===== src/rtl/ob_pkg.sv =====
// Shared order-book types: command payload, channel id and ingress arbitration mode.
// CH_W helper keeps channel-id ports at least one bit wide for single-channel builds.
package ob_pkg;

   localparam int OB_CH_N_MAX = 16;

   typedef logic [3:0] ch_id_t;

   typedef enum logic {
      ARB_RR,
      ARB_FIXED
   } arb_mode_t;

   typedef enum logic [1:0] {
      OP_NOP,
      OP_ADD,
      OP_CANCEL,
      OP_MODIFY
   } op_t;

   typedef struct packed {
      op_t        op;
      logic       side;
      logic [7:0] order_id;
      logic [11:0] price;
      logic [8:0] qty;
   } cmd_t;

   function automatic int ch_w(input int n);
      return (n > 1) ? $clog2(n) : 1;
   endfunction

endpackage


===== src/rtl/ob_mc_fifo.sv =====
// Per-channel command FIFO; the caller guarantees push is never raised when full without a pop.
// Pointers wrap naturally at DEPTH (power of 2); the count is one bit wider than the pointers.
module ob_mc_fifo #(
   parameter int DEPTH = 4,
   parameter int W     = 32
) (
   input  logic                   clk,
   input  logic                   rst_n,
   input  logic                   push,
   input  logic [W-1:0]           push_data,
   input  logic                   pop,
   output logic [W-1:0]           pop_data,
   output logic [$clog2(DEPTH):0] cnt,
   output logic                   full_r,
   output logic                   empty
);

   localparam int AW = $clog2(DEPTH);
   localparam int CW = AW + 1;

   logic [W-1:0]  mem [DEPTH];
   logic [AW-1:0] wr_ptr;
   logic [AW-1:0] rd_ptr;
   logic [CW-1:0] cnt_r;
   logic [CW-1:0] cnt_nxt;

   always_comb begin
      cnt_nxt = cnt_r;
      case ({push, pop})
         2'b10:   cnt_nxt = cnt_r + 1'b1;
         2'b01:   cnt_nxt = cnt_r - 1'b1;
         default: cnt_nxt = cnt_r;
      endcase
   end

   always_ff @(posedge clk or negedge rst_n) begin
      if (!rst_n) begin
         wr_ptr <= '0;
         rd_ptr <= '0;
         cnt_r  <= '0;
         full_r <= 1'b0;
      end else begin
         if (push) wr_ptr <= wr_ptr + 1'b1;
         if (pop)  rd_ptr <= rd_ptr + 1'b1;
         cnt_r  <= cnt_nxt;
         full_r <= (cnt_nxt == CW'(DEPTH));
      end
   end

   // Storage is left unreset: contents are only observable behind a non-zero count.
   always_ff @(posedge clk) begin
      if (push) mem[wr_ptr] <= push_data;
   end

   assign pop_data = mem[rd_ptr];
   assign cnt      = cnt_r;
   assign empty    = (cnt_r == '0);

endmodule


===== src/rtl/ob_mc_ingress.sv =====
// Multi-channel command ingress: one FIFO per channel merged by a round-robin or fixed-priority
// arbiter; a presented grant is locked until popped so out_cmd/out_ch stay stable.
module ob_mc_ingress
   import ob_pkg::*;
#(
   parameter int        CH_N     = 4,
   parameter int        DEPTH    = 4,
   parameter int        CMD_W    = $bits(ob_pkg::cmd_t),
   parameter arb_mode_t ARB_MODE = ARB_RR
) (
   input  logic                    clk,
   input  logic                    rst_n,
   input  logic [CH_N-1:0]         in_vld,
   input  logic [CH_N*CMD_W-1:0]   in_cmd,
   output logic [CH_N-1:0]         in_full_r,
   output logic                    out_vld,
   output logic [CMD_W-1:0]        out_cmd,
   output logic [ch_w(CH_N)-1:0]   out_ch,
   input  logic                    out_pop,
   output logic [CH_N-1:0]         err_ovf_r
);

   localparam int                CH_W    = ch_w(CH_N);
   localparam int                CW      = $clog2(DEPTH) + 1;
   localparam logic [CH_W-1:0]   LAST_CH = CH_W'(CH_N - 1);

   logic [CW-1:0]    cnt  [CH_N];
   logic [CMD_W-1:0] head [CH_N];
   logic [CH_N-1:0]  empty;
   logic [CH_N-1:0]  non_empty;
   logic [CH_N-1:0]  push_ok;
   logic [CH_N-1:0]  pop_ch;

   logic             lock_r;
   logic [CH_W-1:0]  grant_r;
   logic [CH_W-1:0]  rr_ptr;
   logic [CH_W-1:0]  sel;
   logic [CH_W-1:0]  scan;
   logic             found;
   logic [CH_W-1:0]  grant;
   logic             pop_fire;

   for (genvar c = 0; c < CH_N; c++) begin : g_ch
      assign pop_ch[c]  = pop_fire && (grant == CH_W'(c));
      // A full channel still accepts when its head leaves in the same cycle.
      assign push_ok[c] = in_vld[c] && ((cnt[c] < CW'(DEPTH)) || pop_ch[c]);

      ob_mc_fifo #(
         .DEPTH (DEPTH),
         .W     (CMD_W)
      ) u_fifo (
         .clk       (clk),
         .rst_n     (rst_n),
         .push      (push_ok[c]),
         .push_data (in_cmd[c*CMD_W +: CMD_W]),
         .pop       (pop_ch[c]),
         .pop_data  (head[c]),
         .cnt       (cnt[c]),
         .full_r    (in_full_r[c]),
         .empty     (empty[c])
      );
   end

   assign non_empty = ~empty;

   always_comb begin
      sel   = '0;
      scan  = '0;
      found = 1'b0;
      for (int unsigned i = 0; i < CH_N; i++) begin
         if (ARB_MODE == ARB_RR) scan = CH_W'((32'(rr_ptr) + i) % 32'(CH_N));
         else                    scan = CH_W'(i);
         if (!found && non_empty[scan]) begin
            found = 1'b1;
            sel   = scan;
         end
      end
   end

   assign grant    = lock_r ? grant_r : sel;
   assign out_vld  = lock_r || (|non_empty);
   assign pop_fire = out_pop && out_vld;
   assign out_ch   = grant;
   assign out_cmd  = head[grant];

   always_ff @(posedge clk or negedge rst_n) begin
      if (!rst_n) begin
         lock_r    <= 1'b0;
         grant_r   <= '0;
         rr_ptr    <= '0;
         err_ovf_r <= '0;
      end else begin
         err_ovf_r <= err_ovf_r | (in_vld & ~push_ok);
         if (pop_fire) begin
            lock_r <= 1'b0;
            if (ARB_MODE == ARB_RR) rr_ptr <= (grant == LAST_CH) ? '0 : grant + 1'b1;
         end else if (out_vld) begin
            lock_r  <= 1'b1;
            grant_r <= grant;
         end
      end
   end

   a_pop_needs_vld : assert property (@(posedge clk) disable iff (!rst_n) out_pop |-> out_vld);

endmodule

===== config.mk =====
export PLATFORM = sky130hd
export DESIGN_NAME = ob_mc_ingress
export DESIGN_NICKNAME = d
export VERILOG_FILES = /design/src/rtl/ob_pkg.sv /design/src/rtl/ob_mc_fifo.sv /design/src/rtl/ob_mc_ingress.sv
export SDC_FILE = /design/constraint.sdc
export NUM_CORES = 1
export LEC_CHECK = 0
export BUFFER_PORTS_ARGS = -buffer_cell sky130_fd_sc_hd__buf_2
export CAP_MARGIN = 15
export CORE_MARGIN = 2
export CORE_UTILIZATION = 35
export DETAILED_ROUTE_END_ITERATION = 6
export GPL_TIMING_DRIVEN = 0
export HOLD_SLACK_MARGIN = 0.06
export PLACE_DENSITY = 0.63
export SKIP_LAST_GASP = 1
export SYNTH_ARGS = -nofsm -noshare
export SYNTH_HDL_FRONTEND = slang
export SYNTH_SLANG_ARGS = --single-unit
export TNS_END_PERCENT = 20

===== constraint.sdc =====
create_clock -name clk -period 4.85 [get_ports clk]
set_input_delay 0.2425 -clock clk [delete_from_list [all_inputs] [get_ports clk]]
set_output_delay 0.2425 -clock clk [all_outputs]
set_load 0.01 [all_outputs]

==> flow_summary_export.csv <==
group,metric,value,unit
floorplanning,die_h,255,µm
setup_path,crit_chain,"or3_4, o21bai_1, a21oi_1, o311a_1, buf_6, buf_6, buf_6, inv_1, ha_1, nand2_1, a21boi_1, inv_1, ha_1, inv_1, fa_1, xor2_1, nor2_1, xor2_1, nor3b_1",
global_routing,grt_pass1_vias,12000,
run,max_cap_viol_count,0,
final_layout,design_area,27500,µm²
clock_tree,clockBufferDepth,3,
power,vdd_drop_max,332,µV
sta,hold_slack,0.124,ns
global_routing,grt_pass1_wl,76.6,mm
logic_synthesis,ys_types,52,
worst_hold_path,holdPathStages,2,
clock_tree,htree_levels,2,
power,power_frac_comb,0.350,
logic_synthesis,synth_edf_count,512,
setup_path,critical-path-slowest-cell,"a21boi_1",
clock_tree,cts.sinks,553,
power,swShare,0.325,
power,power.leakage,0.00967,µW
place,gp_congestion,0.815,
floorplanning,core_area,61900,µm²
clock_tree,cts_setup_buffers,0,
power,power.share.clock,0.261,
setup_path,cp.arrival,4.65,ns
logic_synthesis,synthArstFlopShare,0.0741,
drt,wirelength,52.3,mm
setup_path,r2r_slack,0.71,ns
floorplanning,pin_count,178,
setup_path,cpPeakStageDelay,0.59,ns
setup_path,start_kind,"register",
sta,fin_skew,0.0155,ns
clock_tree,root_buffer,"clkbuf_16",
setup_path,criticalPathCategory,"reg -> reg",
drt,dr.pass1.iters,5,
setup_path,cp-end-kind,"register",
clock_tree,cts.reportedPaths.clkPinSlew,0.06,ns
drt,viasPerCell,4.92,
place,dpl.hpwl,36.2,mm
power,pwr_density_cell,592,nW/µm²
sta,layout_setup_ws,0.714,ns
setup_path,worstRegToRegCells,19,
global_routing,grt-ovfl-total,0,
power,p_switching,5290,µW
logic_synthesis,syn_nets,1189,
place,place_area,24300,µm²
sta,drv_slew,0,
final_layout,fin_nets,1571,
drt,avgRoutedWirePerCell,22.8,µm
final_layout,final_cell_mix,"512 x edfxtp_1, 180 x buf_2, 133 x dlygate4sd3_1",
sta,maxSlewHeadroom,0.294,
floorplanning,start_util,0.356,
final_layout,final_common_cell,"edfxtp_1",
clock_tree,cts_tree,"done",
drt,num_vias,11300,
global_routing,antenna_found_initial,9,
setup_path,cp.depth,19,
logic_synthesis,ys_ff_latch,553,
logic_synthesis,synthCells,1029,
sta,rsz0062_at_grt,"false",
floorplanning,rows,91,
setup_path,cpLargestDelayFamily,"compound AO/OA/AOI/OAI gates",
floorplanning,fp.dieW,255,µm
worst_hold_path,hold_class,"in -> reg",
logic_synthesis,ys_warn_count,0,
floorplanning,die-area,65000,µm²
power,power.total,16300,µW
logic_synthesis,syn_area_per_cell,21.4,µm²
power,seq_power_share,0.389,
global_routing,track_usage,0.163,
clock_tree,clk_latency,0.62,ns
clock_tree,cts_buffers,55,
sta,setup_violations,0,
power,p_int,11000,µW
setup_path,path_buf_inv,6,
sta,timing.final.crit_period,4.14,ns
final_layout,syn_to_final_growth,24.7,%
logic_synthesis,seq_area_frac_synth,0.745,
final_layout,drive_gt1_frac,0.312,
sta,hold_viol,0,
setup_path,path_max_fanout,10,
sta,fin_crit_sh,0.853,
drt,drt_iter0_drc,779,
setup_path,required,5.37,ns
logic_synthesis,synthFlopType,"edfxtp_1",
sta,worstMarginPinSlew,1.06,ns
place,place_ws,0.694,ns
status,outcome,"completed",
drt,ant_nets,0,
clock_tree,ctsResizeCount,0,
place,port-buffer-count,174,
global_routing,grt_max_degree,42,
drt,drc,0,
sta,clock.fmax,242,MHz
logic_synthesis,syn_area,22000,µm²
[through the flow]
stage | instances | util | setup TNS (ns)
3_5_place_dp | 2056 | 0.392 | 0
6_report | 2295 | 0.444 | 0
5_1_grt | 2295 | 0.444 | 0
4_1_cts | 2289 | 0.443 | 0
2_1_floorplan | 1029 | - | 0
3_3_place_gp | 2040 | 0.387 | -11.47
[registers in the layout, indices dropped and copies added, names as in the netlist]
name,flops
err_ovf_r,4
g_ch.u_fifo.cnt,12
g_ch.u_fifo.full_r,4
g_ch.u_fifo.mem,512
g_ch.u_fifo.rd_ptr,8
g_ch.u_fifo.wr_ptr,8
grant_r,2
lock_r,1
rr_ptr,2
[cells by family (layout without fill, tap and decap cells)]
family          Yosys count  after routing  synth area share
compound gates           40             40            0.0161
xor+xnor                 21             21           0.00835
fa+ha+maj                25             25            0.0156
buf+inv                  84            509            0.0194
flops                   553            553             0.745
mux                     226            226             0.175
other cells               0              4                 0
simple gates             80             80            0.0207
[power groups by stage]
stage                     Clock [µW]  Sequential [µW]  Combinational (µW)
after floorplan                    0             6370                3600
after global placement             0             6440                5470
after detailed placement           0             6440                5680
after CTS                       4340             6340                5800
after global routing            4520             6400                6160
final                           4240             6340                5700
[routing by layer]
layer  global-route usage  part of all wire
met5              0.00752            0.0024
met4               0.0443             0.019
met3               0.0392             0.069
met2                0.269              0.49
met1                0.217              0.42
[what timing repair did]
| item | 4_1_cts | 5_1_grt |
|---|---|---|
| endpoints found under the setup margin | 0 | 0 |
| endpoints found under the hold margin | 557 | 0 |
| hold buffers | 133 | 0 |
[cell usage after synthesis, types with 11 or more instances]
cell / instances / area (µm²)
edfxtp_1: 512 / 15400
mux4_2: 128 / 2880
mux2i_1: 98 / 981
dfrtp_1: 41 / 1030
clkbuf_1: 29 / 109
inv_1: 28 / 105
ha_1: 21 / 263
nand2_1: 19 / 71.3
nor2_1: 14 / 52.6
and3_1: 13 / 81.3
xnor2_1: 12 / 105
buf_6: 11 / 124
[worst reg2reg max path: stages, from the launching register on]
cell      delay [ns]
dfrtp_1         0.46
or3_4           0.38
o21bai_1        0.16
a21oi_1         0.08
o311a_1         0.36
buf_6           0.17
buf_6           0.17
buf_6           0.17
inv_1           0.07
ha_1            0.13
nand2_1         0.15
a21boi_1        0.59
inv_1           0.10
ha_1            0.23
inv_1           0.07
fa_1            0.17
xor2_1          0.14
nor2_1          0.06
xor2_1          0.17
nor3b_1         0.21
[cell type report]
| type | count | area, µm² |
|---|---|---|
| Clock buffer | 71 | 1500 |
| Antenna cell | 4 | 10.0 |
| Timing Repair Buffer | 325 | 2570 |
| Sequential cell | 553 | 16400 |
| Fill cell | 5388 | 34500 |
| Tap cell | 837 | 1050 |
| Inverter | 29 | 111 |
| Buffer | 55 | 315 |
| Clock inverter | 29 | 309 |
| Multi-Input combinational cell | 392 | 5220 |
[worst paths after layout]
kind                                            end             startpoint
setup / recovery              g_ch[3].u_fifo.full_r  g_ch[0].u_fifo.cnt[2]
hold / removal             g_ch[1].u_fifo.wr_ptr[1]              in_vld[1]
hold reg to reg                        err_ovf_r[3]           err_ovf_r[3]
max in group asynchronous  g_ch[3].u_fifo.wr_ptr[0]                  rst_n
setup reg to reg              g_ch[3].u_fifo.full_r  g_ch[0].u_fifo.cnt[2]
min in group asynchronous     g_ch[3].u_fifo.cnt[2]                  rst_n
Note: power is estimated with default switching activity, not from simulation.
